`src/rtl/boot_loader_ctrl.sv`:
```
`default_nettype none
// ============================================================================
// Module   : boot_loader_ctrl
// Purpose  : Holds the core in reset, loads a little-endian program image
//            from a byte stream into instruction memory, then releases the
//            core at the programmed entry PC.
//            Stream layout: ENTRY, N, N payload words (4 bytes each, LE).
// Options  : CHECKSUM_EN - when defined, a 4-byte trailer carrying the
//            modulo-2^32 sum of the payload words must follow the payload.
// Revision : 1.0 - initial release
// ============================================================================
module boot_loader_ctrl #(
    parameter int WIDTH = 32,
    parameter int IADDR = 10
) (
    input  logic             clk,
    input  logic             reset_n,
    input  logic             start,
    input  logic             in_valid,
    input  logic [7:0]       in_data,
    output logic             in_ready,
    output logic             imem_wr_en,
    output logic [IADDR-1:0] imem_wr_addr,
    output logic [WIDTH-1:0] imem_wdata,
    output logic             core_reset_n,
    output logic [WIDTH-1:0] init_pc,
    output logic             busy,
    output logic             error
);

    // Word index width: imem holds 2^(IADDR-2) words.
    localparam int               IDX_W   = IADDR - 2;
    localparam logic [WIDTH-1:0] CAP_W   = WIDTH'(1) << IDX_W;
    localparam logic [IDX_W-1:0] IDX_ONE = IDX_W'(1);

    typedef enum logic [2:0] {
        ST_IDLE    = 3'd0,
        ST_HDR_PC  = 3'd1,
        ST_HDR_LEN = 3'd2,
        ST_LOAD    = 3'd3,
        ST_RUN     = 3'd4,
        ST_ERR     = 3'd5
`ifdef CHECKSUM_EN
        ,
        ST_CHK     = 3'd6
`endif
    } state_t;

    // State entered once the payload (possibly empty) has been consumed.
`ifdef CHECKSUM_EN
    localparam state_t ST_POST = ST_CHK;
`else
    localparam state_t ST_POST = ST_RUN;
`endif

    state_t             state_q, state_d;
    logic [1:0]         byte_cnt_q, byte_cnt_d;
    logic [23:0]        asm_q, asm_d;
    logic [WIDTH-1:0]   entry_q, entry_d;
    logic [IDX_W-1:0]   last_idx_q, last_idx_d;
    logic [IDX_W-1:0]   word_idx_q, word_idx_d;
    logic               in_ready_q, in_ready_d;
    logic               wr_en_q, wr_en_d;
    logic [IADDR-1:0]   wr_addr_q, wr_addr_d;
    logic [WIDTH-1:0]   wdata_q, wdata_d;
    logic               core_reset_n_q, core_reset_n_d;
    logic [WIDTH-1:0]   init_pc_q, init_pc_d;
    logic               busy_q, busy_d;
    logic               error_q, error_d;
`ifdef CHECKSUM_EN
    logic [WIDTH-1:0]   sum_q, sum_d;
`endif

    logic               w_accept;
    logic               w_word_done;
    logic [WIDTH-1:0]   w_word;
    logic               w_stream_d;

    // A byte moves only when both sides agree; the 4th byte completes a word.
    assign w_accept    = in_valid && in_ready_q;
    assign w_word_done = w_accept && (byte_cnt_q == 2'd3);
    assign w_word      = {in_data, asm_q};

    // Next-state, byte assembly, write sequencing and registered-output decode.
    always_comb begin
        state_d        = state_q;
        byte_cnt_d     = byte_cnt_q;
        asm_d          = asm_q;
        entry_d        = entry_q;
        last_idx_d     = last_idx_q;
        word_idx_d     = word_idx_q;
        wr_en_d        = 1'b0;
        wr_addr_d      = wr_addr_q;
        wdata_d        = wdata_q;
        init_pc_d      = init_pc_q;
        w_stream_d     = 1'b0;
`ifdef CHECKSUM_EN
        sum_d          = sum_q;
`endif

        if (w_accept) begin
            byte_cnt_d = byte_cnt_q + 2'd1;
            case (byte_cnt_q)
                2'd0:    asm_d[7:0]   = in_data;
                2'd1:    asm_d[15:8]  = in_data;
                2'd2:    asm_d[23:16] = in_data;
                default: asm_d        = asm_q;
            endcase
        end

        case (state_q)
            ST_IDLE, ST_RUN, ST_ERR: begin
                if (start) begin
                    state_d    = ST_HDR_PC;
                    byte_cnt_d = 2'd0;
                    asm_d      = '0;
                    word_idx_d = '0;
`ifdef CHECKSUM_EN
                    sum_d      = '0;
`endif
                end
            end
            ST_HDR_PC: begin
                if (w_word_done) begin
                    entry_d = w_word;
                    state_d = (w_word[1:0] != 2'b00) ? ST_ERR : ST_HDR_LEN;
                end
            end
            ST_HDR_LEN: begin
                if (w_word_done) begin
                    // N == CAP truncates to 0, so N-1 wraps to CAP-1 as intended.
                    last_idx_d = w_word[IDX_W-1:0] - IDX_ONE;
                    if (w_word > CAP_W) begin
                        state_d = ST_ERR;
                    end else if (w_word == '0) begin
                        state_d = ST_POST;
                    end else begin
                        state_d = ST_LOAD;
                    end
                end
            end
            ST_LOAD: begin
                if (w_word_done) begin
                    wr_en_d   = 1'b1;
                    wr_addr_d = {word_idx_q, 2'b00};
                    wdata_d   = w_word;
`ifdef CHECKSUM_EN
                    sum_d     = sum_q + w_word;
`endif
                    // Index stops at the last word so the address never wraps.
                    if (word_idx_q == last_idx_q) begin
                        state_d = ST_POST;
                    end else begin
                        word_idx_d = word_idx_q + IDX_ONE;
                    end
                end
            end
`ifdef CHECKSUM_EN
            ST_CHK: begin
                if (w_word_done) begin
                    state_d = (w_word == sum_q) ? ST_RUN : ST_ERR;
                end
            end
`endif
            default: state_d = ST_IDLE;
        endcase

        w_stream_d = (state_d == ST_HDR_PC) || (state_d == ST_HDR_LEN) ||
                     (state_d == ST_LOAD);
`ifdef CHECKSUM_EN
        if (state_d == ST_CHK) begin
            w_stream_d = 1'b1;
        end
`endif

        // Ready drops for one cycle after every completed word.
        in_ready_d     = w_stream_d && !w_word_done;
        busy_d         = w_stream_d;
        error_d        = (state_d == ST_ERR);
        // Release one cycle after RUN is entered, behind the last imem write.
        core_reset_n_d = (state_q == ST_RUN) && (state_d == ST_RUN);
        if ((state_d == ST_RUN) && (state_q != ST_RUN)) begin
            init_pc_d = entry_q;
        end
    end

    // State and output registers with synchronous active-low reset.
    always_ff @(posedge clk) begin
        if (!reset_n) begin
            state_q        <= ST_IDLE;
            byte_cnt_q     <= '0;
            asm_q          <= '0;
            entry_q        <= '0;
            last_idx_q     <= '0;
            word_idx_q     <= '0;
            in_ready_q     <= 1'b0;
            wr_en_q        <= 1'b0;
            wr_addr_q      <= '0;
            wdata_q        <= '0;
            core_reset_n_q <= 1'b0;
            init_pc_q      <= '0;
            busy_q         <= 1'b0;
            error_q        <= 1'b0;
`ifdef CHECKSUM_EN
            sum_q          <= '0;
`endif
        end else begin
            state_q        <= state_d;
            byte_cnt_q     <= byte_cnt_d;
            asm_q          <= asm_d;
            entry_q        <= entry_d;
            last_idx_q     <= last_idx_d;
            word_idx_q     <= word_idx_d;
            in_ready_q     <= in_ready_d;
            wr_en_q        <= wr_en_d;
            wr_addr_q      <= wr_addr_d;
            wdata_q        <= wdata_d;
            core_reset_n_q <= core_reset_n_d;
            init_pc_q      <= init_pc_d;
            busy_q         <= busy_d;
            error_q        <= error_d;
`ifdef CHECKSUM_EN
            sum_q          <= sum_d;
`endif
        end
    end

    assign in_ready     = in_ready_q;
    assign imem_wr_en   = wr_en_q;
    assign imem_wr_addr = wr_addr_q;
    assign imem_wdata   = wdata_q;
    assign core_reset_n = core_reset_n_q;
    assign init_pc      = init_pc_q;
    assign busy         = busy_q;
    assign error        = error_q;

endmodule
`default_nettype wire

```
`config.mk`:
```
export PLATFORM = sky130hd
export DESIGN_NAME = boot_loader_ctrl
export DESIGN_NICKNAME = d
export VERILOG_FILES = /design/src/rtl/boot_loader_ctrl.sv
export SDC_FILE = /design/constraint.sdc
export NUM_CORES = 1
export LEC_CHECK = 0
export ABC_AREA = 1
export CORE_MARGIN = 1
export CORE_UTILIZATION = 35
export CTS_BUF_LIST = sky130_fd_sc_hd__clkbuf_16
export DETAILED_ROUTE_END_ITERATION = 16
export GPL_TIMING_DRIVEN = 0
export HOLD_SLACK_MARGIN = 0.12
export PLACE_DENSITY_LB_ADDON = 0.3
export REMOVE_ABC_BUFFERS = 1
export SLEW_MARGIN = 20
export SYNTH_ARGS = -nofsm -noshare
export SYNTH_HDL_FRONTEND = slang
export SYNTH_SLANG_ARGS = --single-unit
```
`constraint.sdc`:
```
create_clock -name clk -period 2.9 [get_ports clk]
set_clock_uncertainty 0.2 [all_clocks]
set_input_delay 0.87 -clock clk [delete_from_list [all_inputs] [get_ports clk]]
set_output_delay 0.87 -clock clk [all_outputs]
set_load 0.01 [all_outputs]
```
### Word-level counts from Yosys, hierarchy flattened

Index checks and enable logic that the tools add are counted.

| word-level totals | value |
|---|---|
| register bits after elaboration | 154 |

| cells by class | value |
|---|---|
| add/sub/neg operators | 3 |
| $lt $le $gt $ge | 1 |
| eq/ne operators | 18 |
| mux-type cells | 23 |
| reductions and logical operators | 19 |

Operator list:

| kind | number |
|---|---|
| $mux W24 | 3 |
| $mux W8 | 6 |
| $gt A32 B9 Y1 const B | 1 |
| $logic_not A32 Y1 | 1 |
| $mux W3 | 8 |
| $pmux W8 S2 | 1 |
| $eq A3 B2 Y1 const B | 4 |
| $eq A3 B3 Y1 const B | 4 |
| $pmux W3 S4 | 1 |
| $add A8 B1 Y8 const B | 1 |
| $eq A8 B8 Y1 | 1 |
| $reduce_and A2 Y1 | 4 |
| $sub A8 B1 Y8 const B | 1 |
| $eq A3 B1 Y1 const B | 2 |
| $mux W2 | 3 |
| $ne A2 B2 Y1 const B | 3 |
| $logic_and A1 B1 Y1 | 5 |
| $eq A2 B2 Y1 const B | 2 |
| $reduce_and A4 Y1 | 1 |
| $reduce_bool A2 Y1 | 2 |
| $logic_not A3 Y1 | 1 |
| $ne A3 B3 Y1 const B | 1 |
| $reduce_or A3 Y1 | 1 |
| $add A2 B1 Y2 const B | 1 |
| 5 further kinds | 6 |

### Longest topological paths before layout

Gate-level depths: netlist of run 1.

| logic depth | value |
|---|---|
| depth after elaboration | 9 |
| mapped depth | 15 |

### Least setup slack after synthesis of run 1

No wires, ideal clock.

| timing | value |
|---|---|
| path kind | input to register |
| start | input in_valid |
| end | register init_pc_q[0] (netlist: init_pc[0]) |
| library setup time | 0.113 ns |
| arrival time | 2.034 ns |
| path slack | 0.554 ns |
| stages | 14 |
| buffers on the path | 1 |
| path through | nand2_2 -> nor2_4 -> inv_2 -> nor2_4 -> nand3_1 -> nand2_1 -> inv_1 -> nand2_2 -> nand2_4 -> inv_2 -> buf_2 -> nand3_1 -> nand2_1 -> nor2_1 |

| on the way | value |
|---|---|
| word-level cells in the longest chain between the ends | 6 |
| elaborated cells on any way between the ends | 8 |
| those cells by class | eq/ne: 1; mux: 4; reduce/logical: 3 |

Ends and longest elaborated chain:

| element | line | source |
|---|---|---|
| start, declared | 19 | `input logic in_valid,` |
| $logic_and A1 B1 Y1 (*) | 80 | `assign w_accept = in_valid && in_ready_q;` |
| $logic_and A1 B1 Y1 (*) | 81 | `assign w_word_done = w_accept && (byte_cnt_q == 2'd3);` |
| $mux W3, on equally long branches | 143, 124, 130 |  |
| $pmux W3 S4 (*) | 111 | `case (state_q)` |
| $eq A3 B3 Y1 (*) | 182 | `if ((state_d == ST_RUN) && (state_q != ST_RUN)) begin` |
| $logic_and A1 B1 Y1 (*) | 182 |  |
| end signal, assigned | 219 | `init_pc_q <= init_pc_d;` |
| end, declared | 67 | `logic [WIDTH-1:0] init_pc_q, init_pc_d;` |

Mark *: on every way between the ends. The rest lies on a longest branch, timed or not.
A chain may end at the register's enable or synchronous reset.

### Worst setup path in the final report of run 1

| timing | value |
|---|---|
| start | input in_valid |
| end | register init_pc_q[29] (netlist: init_pc[29]) |

The elaborated chain is that of the path after synthesis.

==> results of run 1 <==
==> where the power goes <==
| group | internal (mW) | leakage, nW | switching [mW] |
|---|---|---|---|
| clock network | 1.41 | 0.296 | 0.851 |
| logic | 0.0979 | 1.77 | 0.181 |
| registers | 2.13 | 1.24 | 0.0162 |
==> registers in the layout, indices dropped and copies added (netlist names) <==
register,count
entry_q,32
imem_wdata,32
init_pc,32
asm_q,24
imem_wr_addr,8
last_idx_q,8
word_idx_q,8
state_q,3
byte_cnt_q,2
busy,1
core_reset_n,1
error,1
imem_wr_en,1
in_ready,1
==> per-stage QoR <==
stage | area [sq um] | hold slack, ps
floorplan | 5951 | 229.5
detailed placement | 7188 | 242.9
CTS | 8011 | 252.1
global route | 8038 | 271.7
finish | 8038 | 251.9
global placement | 7113 | 239.8
==> per-layer routing <==
metal	up-vias	global-route usage, %	share of wire, %
met5	-	0	0
met2	117	29.64	45
met1	2482	24.50	47
li1	2785	-	-
met4	0	8.365	2.8
met3	32	5.330	5.2
==> worst max-delay path, delay by kind of cell <==
kind	cells	cell delay [ps]
buffers and inverters	5	670
AND/OR/NAND/NOR	10	1200
==> logic make-up after synthesis <==
kind of cell	count (synthesis)	share of synthesized area (%)
AOI/OAI and AO/OA	191	15.87
adders and majority gates	7	1.419
and+or+nand+nor	332	22.72
muxes	1	0.1621
other	1	0.06074
buffers and inverters	123	8.411
xor gates and xnor gates	10	1.419
DFF	154	49.94
==> how the worst min path moves through the flow <==
stage,from,endpoint,cells past startpoint
global placement,entry_q[27],entry_q[27],2
finish,entry_q[27],entry_q[27],2
CTS,entry_q[27],entry_q[27],2
global route,entry_q[14],entry_q[14],2
floorplan,entry_q[0],entry_q[0],2
detailed placement,entry_q[27],entry_q[27],2
==> Yosys cell counts <==
library cell | count | area [sq um]
a211oi_1 | 2 | 15.01
a21oi_1 | 82 | 410.4
a31oi_1 | 2 | 12.51
buf_1 | 4 | 15.01
buf_2 | 4 | 20.02
buf_4 | 2 | 15.01
buf_6 | 6 | 67.56
clkbuf_1 | 29 | 108.9
conb_1 | 1 | 3.750
dfxtp_1 | 154 | 3083
ha_1 | 7 | 87.58
inv_1 | 74 | 277.8
inv_2 | 4 | 15.01
mux2i_1 | 1 | 10.01
nand2_1 | 97 | 364.1
nand2_2 | 3 | 18.77
nand2_4 | 1 | 11.26
nand3_1 | 44 | 220.2
nand3_2 | 1 | 10.01
nand4_1 | 2 | 12.51
nand4_4 | 1 | 21.27
nor2_1 | 169 | 634.4
nor2_2 | 3 | 18.77
nor2_4 | 5 | 56.30
nor3_1 | 5 | 25.02
nor3_2 | 1 | 10.01
o211ai_1 | 1 | 7.510
o21ai_0 | 103 | 515.5
o21bai_4 | 1 | 18.77
xnor2_1 | 9 | 78.83
xor2_1 | 1 | 8.760
==> what timing repair did <==
action,in CTS,in global routing
resized for setup,9,14
endpoints found under the setup margin,70,35
pin swaps,7,1
setup buffers,12,0
gates cloned,4,0
==> final cells by class <==
cell class / count / share of cell area (%)
clock inverters: 14 / 2.039
well taps: 225 / 3.502
multi-input cells: 547 / 32.75
flip-flops and latches: 154 / 38.36
inverters: 78 / 3.798
clock buffers: 17 / 5.293
repair buffers: 103 / 14.26
==> reports/results.tsv, run 1 <==
stage	metric	value	unit
cts	maximum clock insertion buffer count	2	
critical_path	Crit Path Category	in -> reg	
floorplanning	Starting Density	35.82	%
route	initial DRC count	420	
synth	Post-Synthesis Cells	819	
cts	CTS tree	done	
critical_path	CP endpoint	init_pc[29]	
critical_path	CP most frequent cell	nor2_4	
critical_path	worst path cell trace	clkbuf_2, nand2_4, nor2_4, inv_2, nor2_4, buf_12, nand3_1, nand2_1, inv_1, nand2_2, nand2_4, nor2_4, buf_12, nor2_1, nor2_1	
cts	cts hold-fix bufs	0	
timing	final worst slack	294.2	ps
synth	Synth warnings	0	
power	final total power	4.682	mW
finish	most frequent cells in the layout	169 x nor2_1, 154 x dfxtp_1, 103 x o21ai_0	
grt	Tot GR Track Use	19.03	%
critical_path	R2R setup slack	400	ps
floorplanning	die area	0.01817	sq mm
grt	global-route wire length before repair	26350	microns
finish	fin util	46.63	%
finish	Seq. cell area	0.003083	sq mm
synth	Seq cells post-synth	154	
route	post-DR wirelength/cell	14.31	microns
floorplanning	Die Ht	134.8	microns
finish	non-filler cells, final	1138	
floorplanning	I/O Pins	91	
route	Pre-Repair DR Iteration Count	4	
cts	root buf cell	clkbuf_16	
finish	Fillers	1744	
timing	unrepaired setup endpoints after global routing	false	
finish	Post-layout nets	920	
place	Post-DP HPWL	9807	microns
timing	final setup violation count	0	
finish	fraction of layout cells with a size suffix above 1	7.558	%
synth	Mean Syn Cell Area	7.538	sq um
finish	n_diodes	0	
outcome	status	complete, no violations	
grt	number of global-route vias before repair	5081	
floorplanning	Core Rows	48	
critical_path	reg2reg path depth	14	
critical_path	critical path fanouts, max	37	
timing	crit share post-route	89.86	%
power	maximum VDD drop	0.4724	mV
place	count of input and output buffers	88	
synth	Seq/Total Area, Yosys	49.94	%
power	LEAKAGE	3.306	nW
synth	synth unique cells	31	
route	antenna-violating nets left	0	
critical_path	Crit-path slowest cell	buf_12	
cts	CTS buffer count	17	
floorplanning	Core Footprint	0.01724	sq mm
critical_path	critical path startpoint category	input pin	
place	pre-CTS WS	-1450	ps
critical_path	Arrival @ worst endpoint	2770	ps
grt	initial antenna violation count	0	
route	DRC violations left	0	
critical_path	Critical path origin	in_valid	
grt	largest net degree at the start of global routing	74	
route	Routed WL	16290	microns
worst_hold_path	Worst Hold Class	reg -> reg	
timing	endpoints failing hold	0	
job	maxcap violations	0	
timing	Worst-Margin Slew	586.8	ps
critical_path	worst r2r src	in_ready	
cts	latest clock arrival within the worst-skew pair	430	ps
finish	most common cell after layout, fill and taps aside	nor2_1	
finish	Area growth syn-to-layout	30.20	%
cts	Sink Count	154	
timing	Final Critical Period	2606	ps
critical_path	crit-path max cell delay	200	ps
timing	Peak Freq	383.8	MHz
critical_path	capture point of the worst reg-to-reg path	init_pc[29]	
timing	Setup TNS	0	ps
cts	Clock transition at path regs	60	ps
grt	Congestion Overflow GR	0	
route	vias per inst	4.759	
critical_path	Worst setup EP type	flop	
critical_path	Critical Path RT	3060	ps
synth	Synth Cell Area	0.006173	sq mm
place	# placed instances	1091	
cts	H-tree level count	4	
floorplanning	Die X-Extent	134.8	microns
timing	final slew viol count	0	
route	vias	5416	
timing	relative slew slack	60.74	%
finish	area occupied by multi-input gates	0.002633	sq mm
place	Routability Congestion	0.8096	
power	pwr dens	582.6	mW/mm^2
Note: power is estimated with default switching activity, not from simulation.
==> run 2: changes to the inputs <==
--- a/config.mk
+++ b/config.mk
@@ -11,7 +11,7 @@
 export CTS_BUF_LIST = sky130_fd_sc_hd__clkbuf_16
 export DETAILED_ROUTE_END_ITERATION = 16
 export GPL_TIMING_DRIVEN = 0
-export HOLD_SLACK_MARGIN = 0.12
+export HOLD_SLACK_MARGIN = 0.06
 export PLACE_DENSITY_LB_ADDON = 0.3
 export REMOVE_ABC_BUFFERS = 1
 export SLEW_MARGIN = 20
==> results of run 2 <==
Final layout, timing and power as in run 1 (identical DEF).
==> run 3: changes to the inputs <==
--- a/config.mk
+++ b/config.mk
@@ -9,6 +9,7 @@
 export CORE_MARGIN = 1
 export CORE_UTILIZATION = 35
 export CTS_BUF_LIST = sky130_fd_sc_hd__clkbuf_16
+export CTS_CLUSTER_SIZE = 24
 export DETAILED_ROUTE_END_ITERATION = 16
 export GPL_TIMING_DRIVEN = 0
 export HOLD_SLACK_MARGIN = 0.06
==> results of run 3 <==
Final layout, timing and power as in run 1 (identical DEF).
